[config.mk]
export PLATFORM = sky130hd
export DESIGN_NAME = referee_wrr
export DESIGN_NICKNAME = d
export VERILOG_FILES = /design/src/rtl/referee_wrr.sv
export SDC_FILE = /design/constraint.sdc
export NUM_CORES = 1
export LEC_CHECK = 0
export ABC_AREA = 1
export CORE_MARGIN = 8
export CORE_UTILIZATION = 25
export CTS_BUF_LIST = sky130_fd_sc_hd__clkbuf_16
export CTS_CLUSTER_SIZE = 10
export DETAILED_ROUTE_END_ITERATION = 7
export PLACE_DENSITY_LB_ADDON = 0.3
export SETUP_SLACK_MARGIN = 0.02
export SYNTH_ARGS = -nofsm -noshare
export SYNTH_HDL_FRONTEND = slang
export SYNTH_SLANG_ARGS = --single-unit
[constraint.sdc]
create_clock -name clk -period 3.33 [get_ports clk]
set_input_delay 0.666 -clock clk [delete_from_list [all_inputs] [get_ports clk]]
set_output_delay 0.666 -clock clk [all_outputs]
set_load 0.03 [all_outputs]
[src/rtl/referee_wrr.sv]
// referee_wrr: weighted round-robin drain of NUM_CH source FIFOs, each word routed to the
// destination FIFO named by its destination field. Optional PUSH_COUNT_EN adds push_count.
module referee_wrr #(
  parameter int                  NUM_CH   = 4,
  parameter int                  DATA_W   = 12,
  parameter int                  DEST_LSB = 8,
  parameter logic [NUM_CH*4-1:0] WEIGHTS  = 16'h1234,
  parameter int                  CNT_W    = 16
) (
  input  logic                       clk,
  input  logic                       reset_L,
  input  logic [3:0]                 state,
  input  logic [NUM_CH*DATA_W-1:0]   data_in,
  input  logic [NUM_CH-1:0]          empty,
  input  logic [NUM_CH-1:0]          almost_full,
  output logic [NUM_CH-1:0]          pop,
  output logic [NUM_CH-1:0]          push,
  output logic [DATA_W-1:0]          data_out,
  output logic                       busy
`ifdef PUSH_COUNT_EN
  ,
  output logic [NUM_CH*CNT_W-1:0]    push_count
`endif
);
  localparam int PW     = (NUM_CH > 1) ? $clog2(NUM_CH) : 1;
  localparam int STAGES = 2;

  logic [PW-1:0]       ptr_q, ptr_d, src_q, gnt;
  logic [3:0]          wcnt_q, wcnt_d, wbase;
  logic [STAGES:1]     vld_pipe_q;
  logic                init, run, any_ne;
  logic [3:0]          wt_tab [NUM_CH];
  logic [DATA_W-1:0]   din [NUM_CH];
  logic [DATA_W-1:0]   word;
  logic [PW-1:0]       dest;
  logic [NUM_CH-1:0]   dest_oh;

  for (genvar i = 0; i < NUM_CH; i++) begin : g_lane
    // A zero weight would starve the channel, so it counts as one pop per turn.
    assign wt_tab[i] = (WEIGHTS[i*4 +: 4] == 4'd0) ? 4'd1 : WEIGHTS[i*4 +: 4];
    assign din[i]    = data_in[i*DATA_W +: DATA_W];
  end

  // First non-empty channel strictly after 'from', ascending with wrap ('from' itself last).
  function automatic logic [PW-1:0] next_ne(input logic [PW-1:0] from,
                                            input logic [NUM_CH-1:0] emp);
    logic [PW-1:0] r, idx;
    r = from;
    for (int k = NUM_CH; k >= 1; k--) begin
      idx = PW'((int'(from) + k) % NUM_CH);
      if (!emp[idx]) r = idx;
    end
    return r;
  endfunction

  assign init   = (state == 4'b0001);
  assign run    = reset_L && ((state == 4'b0100) || (state == 4'b1000)) && !(|almost_full);
  assign any_ne = ~&empty;

  // An empty current channel hands its turn to the next backlogged one in the same cycle.
  always_comb begin
    pop    = '0;
    ptr_d  = ptr_q;
    wcnt_d = wcnt_q;
    gnt    = empty[ptr_q] ? next_ne(ptr_q, empty) : ptr_q;
    wbase  = empty[ptr_q] ? 4'd0 : wcnt_q;
    if (run && any_ne) begin
      pop[gnt] = 1'b1;
      if (wbase + 4'd1 == wt_tab[gnt]) begin
        ptr_d  = next_ne(gnt, empty);
        wcnt_d = '0;
      end else begin
        ptr_d  = gnt;
        wcnt_d = wbase + 4'd1;
      end
    end
  end

  assign word = din[src_q];
  assign dest = word[DEST_LSB +: PW];

  always_comb begin
    dest_oh = '0;
    for (int i = 0; i < NUM_CH; i++) dest_oh[i] = (dest == PW'(i));
  end

  always_ff @(posedge clk or negedge reset_L) begin
    if (!reset_L) begin
      ptr_q      <= '0;
      wcnt_q     <= '0;
      src_q      <= '0;
      vld_pipe_q <= '0;
      push       <= '0;
      data_out   <= '0;
    end else if (init) begin
      ptr_q      <= '0;
      wcnt_q     <= '0;
      src_q      <= '0;
      vld_pipe_q <= '0;
      push       <= '0;
      data_out   <= '0;
    end else begin
      ptr_q      <= ptr_d;
      wcnt_q     <= wcnt_d;
      vld_pipe_q <= {vld_pipe_q[STAGES-1:1], |pop};
      if (|pop) src_q <= gnt;
      // Source read data is valid the cycle after the pop; it goes straight to the output stage.
      push <= vld_pipe_q[1] ? dest_oh : '0;
      if (vld_pipe_q[1]) data_out <= word;
    end
  end

  assign busy = |vld_pipe_q;

`ifdef PUSH_COUNT_EN
  logic [NUM_CH-1:0][CNT_W-1:0] cnt_q;

  always_ff @(posedge clk or negedge reset_L) begin
    if (!reset_L) begin
      cnt_q <= '0;
    end else if (init) begin
      cnt_q <= '0;
    end else begin
      for (int i = 0; i < NUM_CH; i++)
        if (push[i]) cnt_q[i] <= cnt_q[i] + CNT_W'(1);
    end
  end

  assign push_count = cnt_q;
`endif

endmodule

==> impl_metrics.json <==
{
  "syn_area_per_cell_um2": 6.90,
  "cts_tree": "done",
  "setup_violations": 0,
  "dr.pass1.iters": 4,
  "diodes": 0,
  "yosysWarnings": 0,
  "gr-total-overflow": 0,
  "clock_sinks": 26,
  "chipWidth_um": 105,
  "crit_fanout": 10,
  "hold_class": "reg -> reg",
  "ir_drop_mv": 0.226,
  "critPathLaunchType": "flop",
  "p_int_uw": 733,
  "wl_um": 6430,
  "comb_power_share": 0.325,
  "timing.rr.end": "ptr_q[0]",
  "r2r_slack_ps": 300,
  "fillers": 787,
  "sw_frac_of_total": 0.275,
  "drt-wirelength-per-cell_um": 13.0,
  "power.density_nw_per_um2": 310,
  "synth_top_cell_area_share": 0.326,
  "async_flop_share": 1.00,
  "start_util": 0.258,
  "clk_path_buf_depth": 2,
  "cts_setup_buffers": 0,
  "first_global_vias": 2269,
  "drv_cap": 0,
  "dieArea_um2": 11100,
  "grt_max_degree": 27,
  "rows": 32,
  "required_ps": 2660,
  "path_clk_slew_ps": 70,
  "crit_chain": "nand2_1 -> nand3_1 -> nand2_1 -> inv_1 -> nand2_1 -> nand2_2 -> nand2_2 -> nand2_4 -> nand2_8 -> buf_12 -> inv_8 -> ha_1 -> inv_1 -> nor2_1 -> buf_4",
  "switching_power_uw": 278,
  "dp.cells": 492,
  "place_hpwl_um": 5190,
  "worstSetupPathDepth": 15,
  "synth.distinct_cells": 36,
  "setup_tns_ps": 0,
  "antenna_found_initial": 0,
  "syn_to_final_growth_pct": 63.3,
  "cp-end-kind": "output pin",
  "hold_slack_ps": 514,
  "post-place-ws_ps": -171,
  "ant_nets": 0,
  "core_um2": 7730,
  "max_freq_ghz": 0.327,
  "setup_ws_ps": 273,
  "power_leakage_uw": 0.00156,
  "clock_latency_ps": 260,
  "portBuffers": 82,
  "tightest_slew_ps": 534,
  "slew_viol_final": 0,
  "hold_start": "data_out[0]",
  "critical_path_class": "reg -> out",
  "synth_edf_count": 0,
  "cts-root-buf": "clkbuf_16",
  "drt-initial-drc-count": 93,
  "cts_buffers": 3,
  "worstReg2RegStart": "ptr_q[0]",
  "vias": 2281,
  "path_common_cell": "nand2_1",
  "final_hold_viol_count": 0,
  "io_pins": 83,
  "grt.total_usage": 0.114,
  "fin_crit_ps": 3060,
  "critPathArrivalTime_ps": 2390,
  "nNetsFinal": 461,
  "clkPwrFrac": 0.345,
  "fin_crit_sh": 0.918,
  "synth_area_leaders": "dfrtp_1 (33%), nand2_1 (14%), nand3_1 (9.3%), nor2_1 (6.6%), o21ai_0 (5.8%)",
  "drc": 0,
  "finClkSkew_ps": 2.30,
  "cp_num_buf_inv": 5,
  "status": "complete, no violations",
  "drive_gt1_frac": 0.170,
  "rsz0062_at_grt": "no",
  "p_seq_frac": 0.330,
  "ctsHoldBuffers": 0,
  "hold_depth": 2,
  "synthCells": 289,
  "relSlewSlack": 0.644,
  "detail_route.vias_per_cell": 4.60,
  "synth_top_area_cell": "dfrtp_1",
  "crit_family": "simple AND/OR/NAND/NOR gates",
  "synth-seq-area-share": 0.326,
  "syn_area_um2": 1990,
  "die_h_um": 105,
  "grt_first_pass_wirelength_um": 10700,
  "syn_nets": 355,
  "hold_end": "data_out[0]",
  "cp_slowest_stage_delay_ps": 680,
  "synth-seq-cells": 26,
  "slowest_stage": "dfrtp_1",
  "h-tree-depth": 1,
  "finalNonFillerCells": 496,
  "synth_ff_type": "dfrtp_1",
  "place.gp.congestion": 0.848,
  "reg2regPathDepth": 19
}
[worst max path at each step]
stage                   from  endpoint  slack (ps)
finish              ptr_q[0]    pop[2]         270
global route        ptr_q[0]  ptr_q[0]         100
CTS                 empty[2]    pop[2]          40
detailed placement  empty[2]  ptr_q[0]        -170
global placement    empty[0]  ptr_q[0]        -110
floorplan           empty[2]  ptr_q[0]         370
[layer usage]
layer,up-vias,routed length [um],track usage
li1,1163,-,-
met1,1032,2820,0.142
met2,82,3030,0.185
met3,4,557,0.0432
met4,0,24,0.0153
met5,-,0,0
[cell usage after synthesis, types with 2 or more instances]
library cell	instances
nand2_4	3
nor2_1	35
nand2_2	9
inv_1	24
inv_2	2
o21ai_2	2
inv_6	2
dfrtp_1	26
ha_1	4
xor2_1	2
o22ai_1	13
clkbuf_1	8
or2_2	2
o31ai_1	2
nand2_1	75
a21oi_1	2
o21ai_0	23
nand3_1	37
[flip-flops by register name, indices dropped and copies added, names as in the netlist]
signal / cells
data_out: 12
ptr_q: 2
push: 4
src_q: 2
vld_pipe_q: 2
wcnt_q: 4
[through the flow]
step | util | power (uW) | instance area (um^2)
finish | 0.421 | 1010 | 3260
floorplan | - | 503 | 1990
global route | 0.421 | 1060 | 3260
detailed placement | 0.403 | 663 | 3120
global placement | 0.403 | 660 | 3120
CTS | 0.417 | 1020 | 3230
[worst register-to-register path, stage by stage, from the launching register on]
cell and delay (ps):
dfrtp_1 680, nand2_1 210, nand3_1 140, nand2_1 50
inv_1 40, nand2_1 50, nand2_2 90, nand2_2 70
nand2_4 90, nand2_8 60, ha_1 300, or2_2 310
a221oi_2 290, o21ai_2 100, nor2_4 170, nand2_1 70
nand2_1 60, nand2_1 40, nand2_1 50, nand2_1 40
[cell families after synthesis]
kind of cell	share of synthesized area
and+or+nand+nor	0.391
AOI/OAI and AO/OA	0.154
buffers and inverters	0.0860
DFF	0.326
adders and majority gates	0.0251
xor gates and xnor gates	0.0170
[repair_timing]
action / 4_1_cts / 5_1_grt
hold endpoints to repair: 0 / 0
endpoints found under the setup margin: 2 / 7
resized for setup: 1 / 8
[layout make-up]
type                       instances  area (um^2)  share of cell area
multi-input combinational        224         1180               0.363
timing repair buffer             111         1060               0.327
sequential                        26          651               0.200
tap                              102          128              0.0392
inverter                          29          126              0.0388
clock buffer                       3         75.1              0.0231
clock inverter                     1         30.0             0.00922
[power by group through the flow]
stage,Combinational [uW],Sequential [uW],Clock (uW)
after floorplan,157,346,0
after detailed placement,323,339,0
after global routing,361,335,369
after CTS,326,333,359
final,328,334,349
after global placement,321,339,0
[cells in the final DEF, fill, tap and decap left out, drive strengths merged]
cell type and instances:
a211o 1, a21oi 2, a221oi 1, a22o 1, a31oi 1, a32oi 1, a41oi 1, buf 33
bufinv 1, clkbuf 3, clkdlybuf4s50 74, dfrtp 26, dlymetal6s2s 4, ha 4, inv 29, nand2 88
nand3 38, nand4 1, nor2 36, nor3 1, nor4 2, o21ai 26, o22ai 13, o31ai 2
or2 2, xor2 3
No activity file was read; power rests on OpenSTA's default activity.
